===== config.mk =====
export PLATFORM = sky130hd
export DESIGN_NAME = lsu_mem_ctrl_flat
export DESIGN_NICKNAME = d
export VERILOG_FILES = /design/src/rtl/lsu_pkg.sv /design/src/rtl/lsu_mem_ctrl_if.sv /design/src/rtl/lsu_align.sv /design/src/rtl/lsu_mem_ctrl.sv /design/src/flat_wrapper.sv
export SDC_FILE = /design/constraint.sdc
export NUM_CORES = 1
export LEC_CHECK = 0
export BUFFER_PORTS_ARGS = -buffer_cell sky130_fd_sc_hd__clkbuf_2
export CAP_MARGIN = 20
export CORE_AREA = 2 2 148 150
export DETAILED_ROUTE_END_ITERATION = 10
export DIE_AREA = 0 0 150 152
export HOLD_SLACK_MARGIN = 0.08
export MAX_ROUTING_LAYER = met4
export PLACE_DENSITY = 0.56
export RECOVER_POWER = 100
export SLEW_MARGIN = 10
export SYNTH_ARGS = -nofsm -noshare
export SYNTH_HDL_FRONTEND = slang
export SYNTH_HIERARCHICAL = 1
export SYNTH_SLANG_ARGS = --single-unit

===== constraint.sdc =====
create_clock -name clk -period 11.4 [get_ports clk]
set_clock_uncertainty 0.05 [all_clocks]
set_input_delay 1.14 -clock clk [delete_from_list [all_inputs] [get_ports clk]]
set_output_delay 1.14 -clock clk [all_outputs]
set_load 0.03 [all_outputs]

===== src/rtl/lsu_pkg.sv =====
// Shared definitions for the load/store unit: RV32I width codes, FSM states
// and the byte-lane helper used by the sub-word store merge.
package lsu_pkg;

  localparam logic [2:0] F3_B  = 3'b000;
  localparam logic [2:0] F3_H  = 3'b001;
  localparam logic [2:0] F3_W  = 3'b010;
  localparam logic [2:0] F3_BU = 3'b100;
  localparam logic [2:0] F3_HU = 3'b101;

  typedef enum logic [1:0] {
    ST_IDLE,
    ST_READ,
    ST_WRITE,
    ST_RESP
  } state_e;

  // Byte-lane enables for each access width, before shifting to the offset.
  localparam logic [3:0] LANES_B = 4'b0001;
  localparam logic [3:0] LANES_H = 4'b0011;
  localparam logic [3:0] LANES_W = 4'b1111;

  // Lanes touched by an access; halfwords are placed by addr[1] only.
  function automatic logic [3:0] lane_mask(input logic [2:0] funct3,
                                           input logic [1:0] off);
    case (funct3[1:0])
      2'b00:   return LANES_B << off;
      2'b01:   return LANES_H << {off[1], 1'b0};
      default: return LANES_W;
    endcase
  endfunction

endpackage


===== src/rtl/lsu_mem_ctrl_if.sv =====
// Request/response and memory-side signals of the load/store unit.
// master: core datapath plus data memory; slave: the LSU itself.
interface lsu_mem_ctrl_if #(
  parameter int XLEN = 32
);
  logic            req_valid;
  logic            req_ready;
  logic            req_we;
  logic [2:0]      req_funct3;
  logic [XLEN-1:0] req_addr;
  logic [XLEN-1:0] req_wdata;
  logic            rsp_valid;
  logic [XLEN-1:0] rsp_rdata;
  logic            rsp_fault;
  logic [XLEN-1:0] mem_A;
  logic [XLEN-1:0] mem_WD;
  logic            mem_WE;
  logic [XLEN-1:0] mem_RD;

  modport master (
    output req_valid, req_we, req_funct3, req_addr, req_wdata, mem_RD,
    input  req_ready, rsp_valid, rsp_rdata, rsp_fault, mem_A, mem_WD, mem_WE
  );

  modport slave (
    input  req_valid, req_we, req_funct3, req_addr, req_wdata, mem_RD,
    output req_ready, rsp_valid, rsp_rdata, rsp_fault, mem_A, mem_WD, mem_WE
  );
endinterface


===== src/rtl/lsu_align.sv =====
// Combinational lane logic: load extraction with sign/zero extension and
// sub-word store merge into the previously read word.
module lsu_align
  import lsu_pkg::*;
#(
  parameter int XLEN = 32
) (
  input  logic [XLEN-1:0] word_i,
  input  logic [1:0]      off_i,
  input  logic [2:0]      funct3_i,
  input  logic [XLEN-1:0] wdata_i,
  output logic [XLEN-1:0] load_o,
  output logic [XLEN-1:0] merge_o
);

  logic [7:0]      byte_sel;
  logic [15:0]     half_sel;
  logic [XLEN-1:0] rep;
  logic [3:0]      mask;

  // Pick the addressed byte/halfword and extend it to a full word.
  always_comb begin
    // NOTE: every always_comb output gets a default first so no latch is inferred.
    load_o   = word_i;
    byte_sel = word_i[{off_i, 3'b000} +: 8];
    half_sel = off_i[1] ? word_i[31:16] : word_i[15:0];
    case (funct3_i)
      F3_B:    load_o = {{24{byte_sel[7]}}, byte_sel};
      F3_BU:   load_o = {24'h0, byte_sel};
      F3_H:    load_o = {{16{half_sel[15]}}, half_sel};
      F3_HU:   load_o = {16'h0, half_sel};
      default: load_o = word_i;
    endcase
  end

  // Replicate store data across lanes, then keep old bytes outside the mask.
  always_comb begin
    case (funct3_i[1:0])
      2'b00:   rep = {4{wdata_i[7:0]}};
      2'b01:   rep = {2{wdata_i[15:0]}};
      default: rep = wdata_i;
    endcase
    mask    = lane_mask(funct3_i, off_i);
    merge_o = word_i;
    for (int i = 0; i < 4; i++) begin
      if (mask[i]) merge_o[8*i +: 8] = rep[8*i +: 8];
    end
  end

endmodule


===== src/rtl/lsu_mem_ctrl.sv =====
// Load/store unit controller: valid/ready request capture, fault check,
// load / word store / read-modify-write sub-word store sequencing.
// Optional macro LSU_MISALIGN_TRAP_EN: misaligned H/W accesses fault; when
// undefined, word accesses ignore addr[1:0] and halfwords ignore addr[0].
module lsu_mem_ctrl
  import lsu_pkg::*;
#(
  parameter int MEM_WORDS = 256,
  parameter int XLEN      = 32
) (
  input  logic         clk,
  input  logic         rst,
  lsu_mem_ctrl_if.slave bus
);

  localparam logic [XLEN-3:0] IDX_LIMIT = (XLEN-2)'(MEM_WORDS);

  state_e          state_q, state_d;
  logic [XLEN-1:0] addr_q, addr_d;
  logic [2:0]      funct3_q, funct3_d;
  logic            we_q, we_d;
  logic [XLEN-1:0] wdata_q, wdata_d;
  logic            fault_q, fault_d;
  logic [XLEN-1:0] rdata_q, rdata_d;
  logic [XLEN-1:0] wd_q, wd_d;
  logic            mem_we_q, mem_we_d;

  logic            accept;
  logic            req_fault;
  logic            misalign;
  logic [XLEN-1:0] load_w;
  logic [XLEN-1:0] merge_w;

  lsu_align #(.XLEN(XLEN)) u_align (
    .word_i   (bus.mem_RD),
    .off_i    (addr_q[1:0]),
    .funct3_i (funct3_q),
    .wdata_i  (wdata_q),
    .load_o   (load_w),
    .merge_o  (merge_w)
  );

  // Legality, alignment and range check on the incoming request.
  always_comb begin
`ifdef LSU_MISALIGN_TRAP_EN
    misalign = ((bus.req_funct3 == F3_H || bus.req_funct3 == F3_HU) && bus.req_addr[0]) ||
               ((bus.req_funct3 == F3_W) && (bus.req_addr[1:0] != 2'b00));
`else
    misalign = 1'b0;
`endif
    req_fault = misalign || (bus.req_addr[XLEN-1:2] >= IDX_LIMIT);
    if (bus.req_we) begin
      if (!(bus.req_funct3 inside {F3_B, F3_H, F3_W})) req_fault = 1'b1;
    end else begin
      if (bus.req_funct3 inside {3'b011, 3'b110, 3'b111}) req_fault = 1'b1;
    end
  end

  // State register and datapath registers.
  always_ff @(posedge clk or posedge rst) begin
    if (rst) begin
      state_q  <= ST_IDLE;
      addr_q   <= '0;
      funct3_q <= '0;
      we_q     <= 1'b0;
      wdata_q  <= '0;
      fault_q  <= 1'b0;
      rdata_q  <= '0;
      wd_q     <= '0;
      mem_we_q <= 1'b0;
    end else begin
      // NOTE: sequential state uses non-blocking assignments so every flop samples pre-edge values.
      state_q  <= state_d;
      addr_q   <= addr_d;
      funct3_q <= funct3_d;
      we_q     <= we_d;
      wdata_q  <= wdata_d;
      fault_q  <= fault_d;
      rdata_q  <= rdata_d;
      wd_q     <= wd_d;
      mem_we_q <= mem_we_d;
    end
  end

  // Next-state logic.
  always_comb begin
    state_d = state_q;
    unique case (state_q)
      ST_IDLE: begin
        if (bus.req_valid) begin
          if (req_fault)                      state_d = ST_RESP;
          else if (!bus.req_we)               state_d = ST_READ;
          else if (bus.req_funct3 == F3_W)    state_d = ST_WRITE;
          else                                state_d = ST_READ;
        end
      end
      ST_READ:  state_d = we_q ? ST_WRITE : ST_RESP;
      ST_WRITE: state_d = ST_RESP;
      ST_RESP:  state_d = ST_IDLE;
      default:  state_d = ST_IDLE;
    endcase
  end

  // Capture at acceptance, load data / merged word at the end of READ.
  always_comb begin
    accept   = (state_q == ST_IDLE) && bus.req_valid;
    addr_d   = addr_q;
    funct3_d = funct3_q;
    we_d     = we_q;
    wdata_d  = wdata_q;
    fault_d  = fault_q;
    rdata_d  = rdata_q;
    wd_d     = wd_q;
    if (accept) begin
      addr_d   = bus.req_addr;
      funct3_d = bus.req_funct3;
      we_d     = bus.req_we;
      wdata_d  = bus.req_wdata;
      fault_d  = req_fault;
      rdata_d  = '0;
      if (bus.req_we && (bus.req_funct3 == F3_W) && !req_fault) wd_d = bus.req_wdata;
    end
    if (state_q == ST_READ) begin
      if (we_q) wd_d    = merge_w;
      else      rdata_d = load_w;
    end
    mem_we_d = (state_d == ST_WRITE);
  end

  // Outputs, driven from state and registers only.
  always_comb begin
    bus.req_ready = (state_q == ST_IDLE);
    bus.rsp_valid = (state_q == ST_RESP);
    bus.rsp_fault = (state_q == ST_RESP) && fault_q;
    bus.rsp_rdata = rdata_q;
    bus.mem_A     = {2'b00, addr_q[XLEN-1:2]};
    bus.mem_WD    = wd_q;
    bus.mem_WE    = mem_we_q;
  end

endmodule

===== src/flat_wrapper.sv =====
// flat-port wrapper written by rule: the top's interface ports become plain ports
module lsu_mem_ctrl_flat import lsu_pkg::*;
#(
  parameter int MEM_WORDS = 256,
  parameter int XLEN      = 32
)
  (clk, rst, bus_req_valid, bus_req_we, bus_req_funct3, bus_req_addr, bus_req_wdata, bus_mem_RD, bus_req_ready, bus_rsp_valid, bus_rsp_rdata, bus_rsp_fault, bus_mem_A, bus_mem_WD, bus_mem_WE);
  lsu_mem_ctrl_if #(.XLEN(XLEN)) bus_i ();
  input  logic clk;
  input  logic rst;
  input wire logic [$bits(bus_i.req_valid)-1:0] bus_req_valid;
  input wire logic [$bits(bus_i.req_we)-1:0] bus_req_we;
  input wire logic [$bits(bus_i.req_funct3)-1:0] bus_req_funct3;
  input wire logic [$bits(bus_i.req_addr)-1:0] bus_req_addr;
  input wire logic [$bits(bus_i.req_wdata)-1:0] bus_req_wdata;
  input wire logic [$bits(bus_i.mem_RD)-1:0] bus_mem_RD;
  output wire logic [$bits(bus_i.req_ready)-1:0] bus_req_ready;
  output wire logic [$bits(bus_i.rsp_valid)-1:0] bus_rsp_valid;
  output wire logic [$bits(bus_i.rsp_rdata)-1:0] bus_rsp_rdata;
  output wire logic [$bits(bus_i.rsp_fault)-1:0] bus_rsp_fault;
  output wire logic [$bits(bus_i.mem_A)-1:0] bus_mem_A;
  output wire logic [$bits(bus_i.mem_WD)-1:0] bus_mem_WD;
  output wire logic [$bits(bus_i.mem_WE)-1:0] bus_mem_WE;
  assign bus_i.req_valid = bus_req_valid;
  assign bus_i.req_we = bus_req_we;
  assign bus_i.req_funct3 = bus_req_funct3;
  assign bus_i.req_addr = bus_req_addr;
  assign bus_i.req_wdata = bus_req_wdata;
  assign bus_i.mem_RD = bus_mem_RD;
  assign bus_req_ready = bus_i.req_ready;
  assign bus_rsp_valid = bus_i.rsp_valid;
  assign bus_rsp_rdata = bus_i.rsp_rdata;
  assign bus_rsp_fault = bus_i.rsp_fault;
  assign bus_mem_A = bus_i.mem_A;
  assign bus_mem_WD = bus_i.mem_WD;
  assign bus_mem_WE = bus_i.mem_WE;
  lsu_mem_ctrl #(.MEM_WORDS(MEM_WORDS), .XLEN(XLEN)) u_core (.clk(clk), .rst(rst), .bus(bus_i));
endmodule

==> flow_summary.ini <==
[routing]
ant_nets = 0
met2WireLength_mm = 10.2
vias = 6544
drt-met1-wl_mm = 11.1
met3_length_mm = 1.64
drt_pre_antenna_iters = 5
dr.max_layer_used = met4
first_iter_violations = 472
routed_via_density = 5.22
routed_wl_mm = 23.4
drc_errors = 0
wl_per_cell_um = 18.7

[global_route]
grt_pass1_wl_mm = 36.9
grt_max_degree = 70
antenna_found_initial = 1
overflow = 0
gr-usage-all-layers_pct = 21.5
grt_pass1_vias = 6378

[outcome]
violations = capacitance limit, slew limit
outcome = finished, violations left

[worst_setup_path]
cp-start-kind = input pin
cp_max_fo = 39
r2r_end = u_core/bus.mem_WD[8]$_DFF_PP0_
crit_buf_inv = 3
critPathArrivalTime_ps = 5400
crit_family = buffers and inverters
endpoint_kind = flop
critPathMostFrequentCell = clkbuf_1
cp_cell_sequence = clkbuf_2 > and2_0 > clkbuf_1 > nand4_1 > clkbuf_1 > o21ai_0 > a31oi_1
rrSetupSlack_ps = 6230
path_class = in2reg
worstPathRequired_ps = 11620
crit_slowest_cell = and2_0
ff2ff_path_depth = 8
cp_slowest_stage_delay_ps = 1390
crit_start = bus_req_valid
rr_startpoint = u_core/state_q[0]$_DFF_PP0_

[cts]
ctsResizeCount = 0
cts_tree = yes
cts_made_buffers = 17
clk_path_buf_depth = 2
ctsHoldBuffers = 0
cts-root-buf = clkbuf_16
cts_setup_buffers = 0
htreeDepth = 4
clk_latency_ps = 420
cts.sinks = 136
clk_pin_slew_worst_paths_ps = 60

[hold_path]
whs_path_depth = 2
hp-class = reg2reg
hold_path_end = u_core/wdata_q[31]$_DFFE_PP0P_
hp-start = u_core/wdata_q[31]$_DFFE_PP0P_

[timing]
min_period_over_period_pct = 45.5
holdWs_ps = 425
fin_crit_ps = 5180
maxSlewViolCount = 146
tns_ps = 0
setup_violations = 0
final_hold_viol_count = 0
tightest_slew_ps = 3140
relSlewSlack_pct = -110
rsz0062_at_grt = no
fmax_mhz = 193

[die]
die_w_um = 150
initial_core_util_pct = 34.4
die_h_um = 152
ios = 203
num_rows = 54
coreArea_mm2 = 0.0214
die-area_mm2 = 0.0228

[placement]
numPortBuffers = 200
dp.cells = 1221
dp_hpwl_mm = 16.7
place.gp.congestion = 0.850
place_area_mm2 = 0.00823

[synthesis]
synthCells = 825
synth_top_cell_area_share_pct = 46.3
synth_ff_type = dfrtp_1
synthTopCellsByArea = dfrtp_1 46%, nand2_1 13%, a22o_1 4.8%, mux2_2 3.7%, buf_4 3.6%
synth-seq-area-share_pct = 46.3
netlist_top_cells_count = 247 x nand2_1, 136 x dfrtp_1, 52 x o21ai_0
avgSynthCellArea_um2 = 8.91
synth.cell_area_mm2 = 0.00735
synth_cell_types = 51
async_flop_share_pct = 100
synth_edf_count = 0
yosys.cell_count.top_type = nand2_1
ys_warn_count = 6
synth-seq-cells = 136
yosysTopAreaCell = dfrtp_1

[finish]
area_delta_synth_final_pct = 19.2
final_util_pct = 41.0
final_cells = 1254
nets = 1067
fin_area_mm2 = 0.00876
drive_gt1_share_pct = 18.6

[run]
maxCapViolCount = 3

[power]
power_density_mw_per_mm2 = 319
p_leak_nw = 4.12
ir_drop_uv = 131
==> sequential cells by signal, summed over array words and instances, names as in the netlist <==
| register | count |
|---|---|
| u_core/we_q | 1 |
| u_core/addr_q | 32 |
| u_core/wdata_q | 32 |
| u_core/bus.rsp_rdata | 32 |
| u_core/bus.mem_WD | 32 |
| u_core/bus.mem_WE | 1 |
| u_core/funct3_q | 3 |
| u_core/state_q | 2 |
| u_core/fault_q | 1 |
==> layout make-up <==
| cell class | count | area, um^2 |
|---|---|---|
| Clock buffer | 21 | 460 |
| Sequential cell | 136 | 3400 |
| Clock inverter | 11 | 218 |
| Antenna cell | 1 | 2.50 |
| Tap cell | 280 | 350 |
| Multi-Input combinational cell | 586 | 3340 |
| Timing Repair Buffer | 214 | 968 |
| Inverter | 5 | 20.0 |
| Fill cell | 2237 | 12600 |
==> placed cells by master (no fill, tap or decap), types with 3 or more instances in the layout <==
| master | count |
|---|---|
| nor2_1 | 49 |
| a221o_1 | 11 |
| mux2_1 | 9 |
| nor4_1 | 3 |
| a21oi_1 | 3 |
| mux2_2 | 24 |
| o21ai_0 | 52 |
| nand2_1 | 245 |
| ha_1 | 4 |
| nor2b_1 | 5 |
| bufinv_16 | 6 |
| clkbuf_1 | 104 |
| a31oi_1 | 40 |
| dfrtp_1 | 136 |
| clkbuf_2 | 102 |
| a22o_1 | 40 |
| nand3_1 | 10 |
| nand4_1 | 34 |
| clkbuf_16 | 17 |
| buf_4 | 10 |
| mux2i_1 | 17 |
==> worst register-to-register path, delay by kind of cell, from the launching register on <==
family	cells	cell delay [ps]
AO/OA/AOI/OAI	2	540
adder cells (fa/ha/maj)	1	290
buffers and inverters	3	2120
flip-flops	1	430
AND/OR/NAND/NOR	2	1590
==> per-stage QoR <==
step,worst slack (ps),total power [mW]
floorplan,6570,1.90
global placement,7990,2.19
detailed placement,7920,2.21
CTS,8370,2.85
global route,5610,2.98
finish,6220,2.79
==> where the power goes <==
group / internal, mW / switching, mW / total [mW]
clock: 0.423 / 0.213 / 0.636
combinational: 0.433 / 0.867 / 1.30
sequential: 0.698 / 0.160 / 0.858
total: 1.55 / 1.24 / 2.79
==> how the worst max path moves through the flow <==
stage | to | slack, ps | cells after the start
finish | u_core/bus.mem_WD[8]$_DFF_PP0_ | 6220 | 7
CTS | u_core/bus.mem_WD[3]$_DFF_PP0_ | 8370 | 8
detailed placement | u_core/bus.mem_WD[5]$_DFF_PP0_ | 7920 | 7
floorplan | u_core/addr_q[0]$_DFFE_PP0P_ | 6570 | 1
global placement | u_core/bus.mem_WD[19]$_DFF_PP0_ | 7990 | 7
global route | u_core/bus.mem_WD[17]$_DFF_PP0_ | 5610 | 8
==> metal layers <==
metal	up-vias	global-route usage (%)
met3	30	4.92
met2	235	30.2
met1	3169	30.9
met4	0	6.02
li1	3110	-
met5	-	-
==> cells by family (layout without fill, tap and decap cells) <==
group                      after synthesis  count (layout)  synth area share, %
adders and majority gates                4               4                0.681
DFF                                    136             136                 46.3
AOI/OAI and AO/OA                      162             162                 15.5
and+or+nand+nor                        367             367                 21.4
other                                    1               3               0.0510
buffers and inverters                  104             251                 8.39
muxes                                   51              51                 7.68
Note: power is estimated with default switching activity, not from simulation.
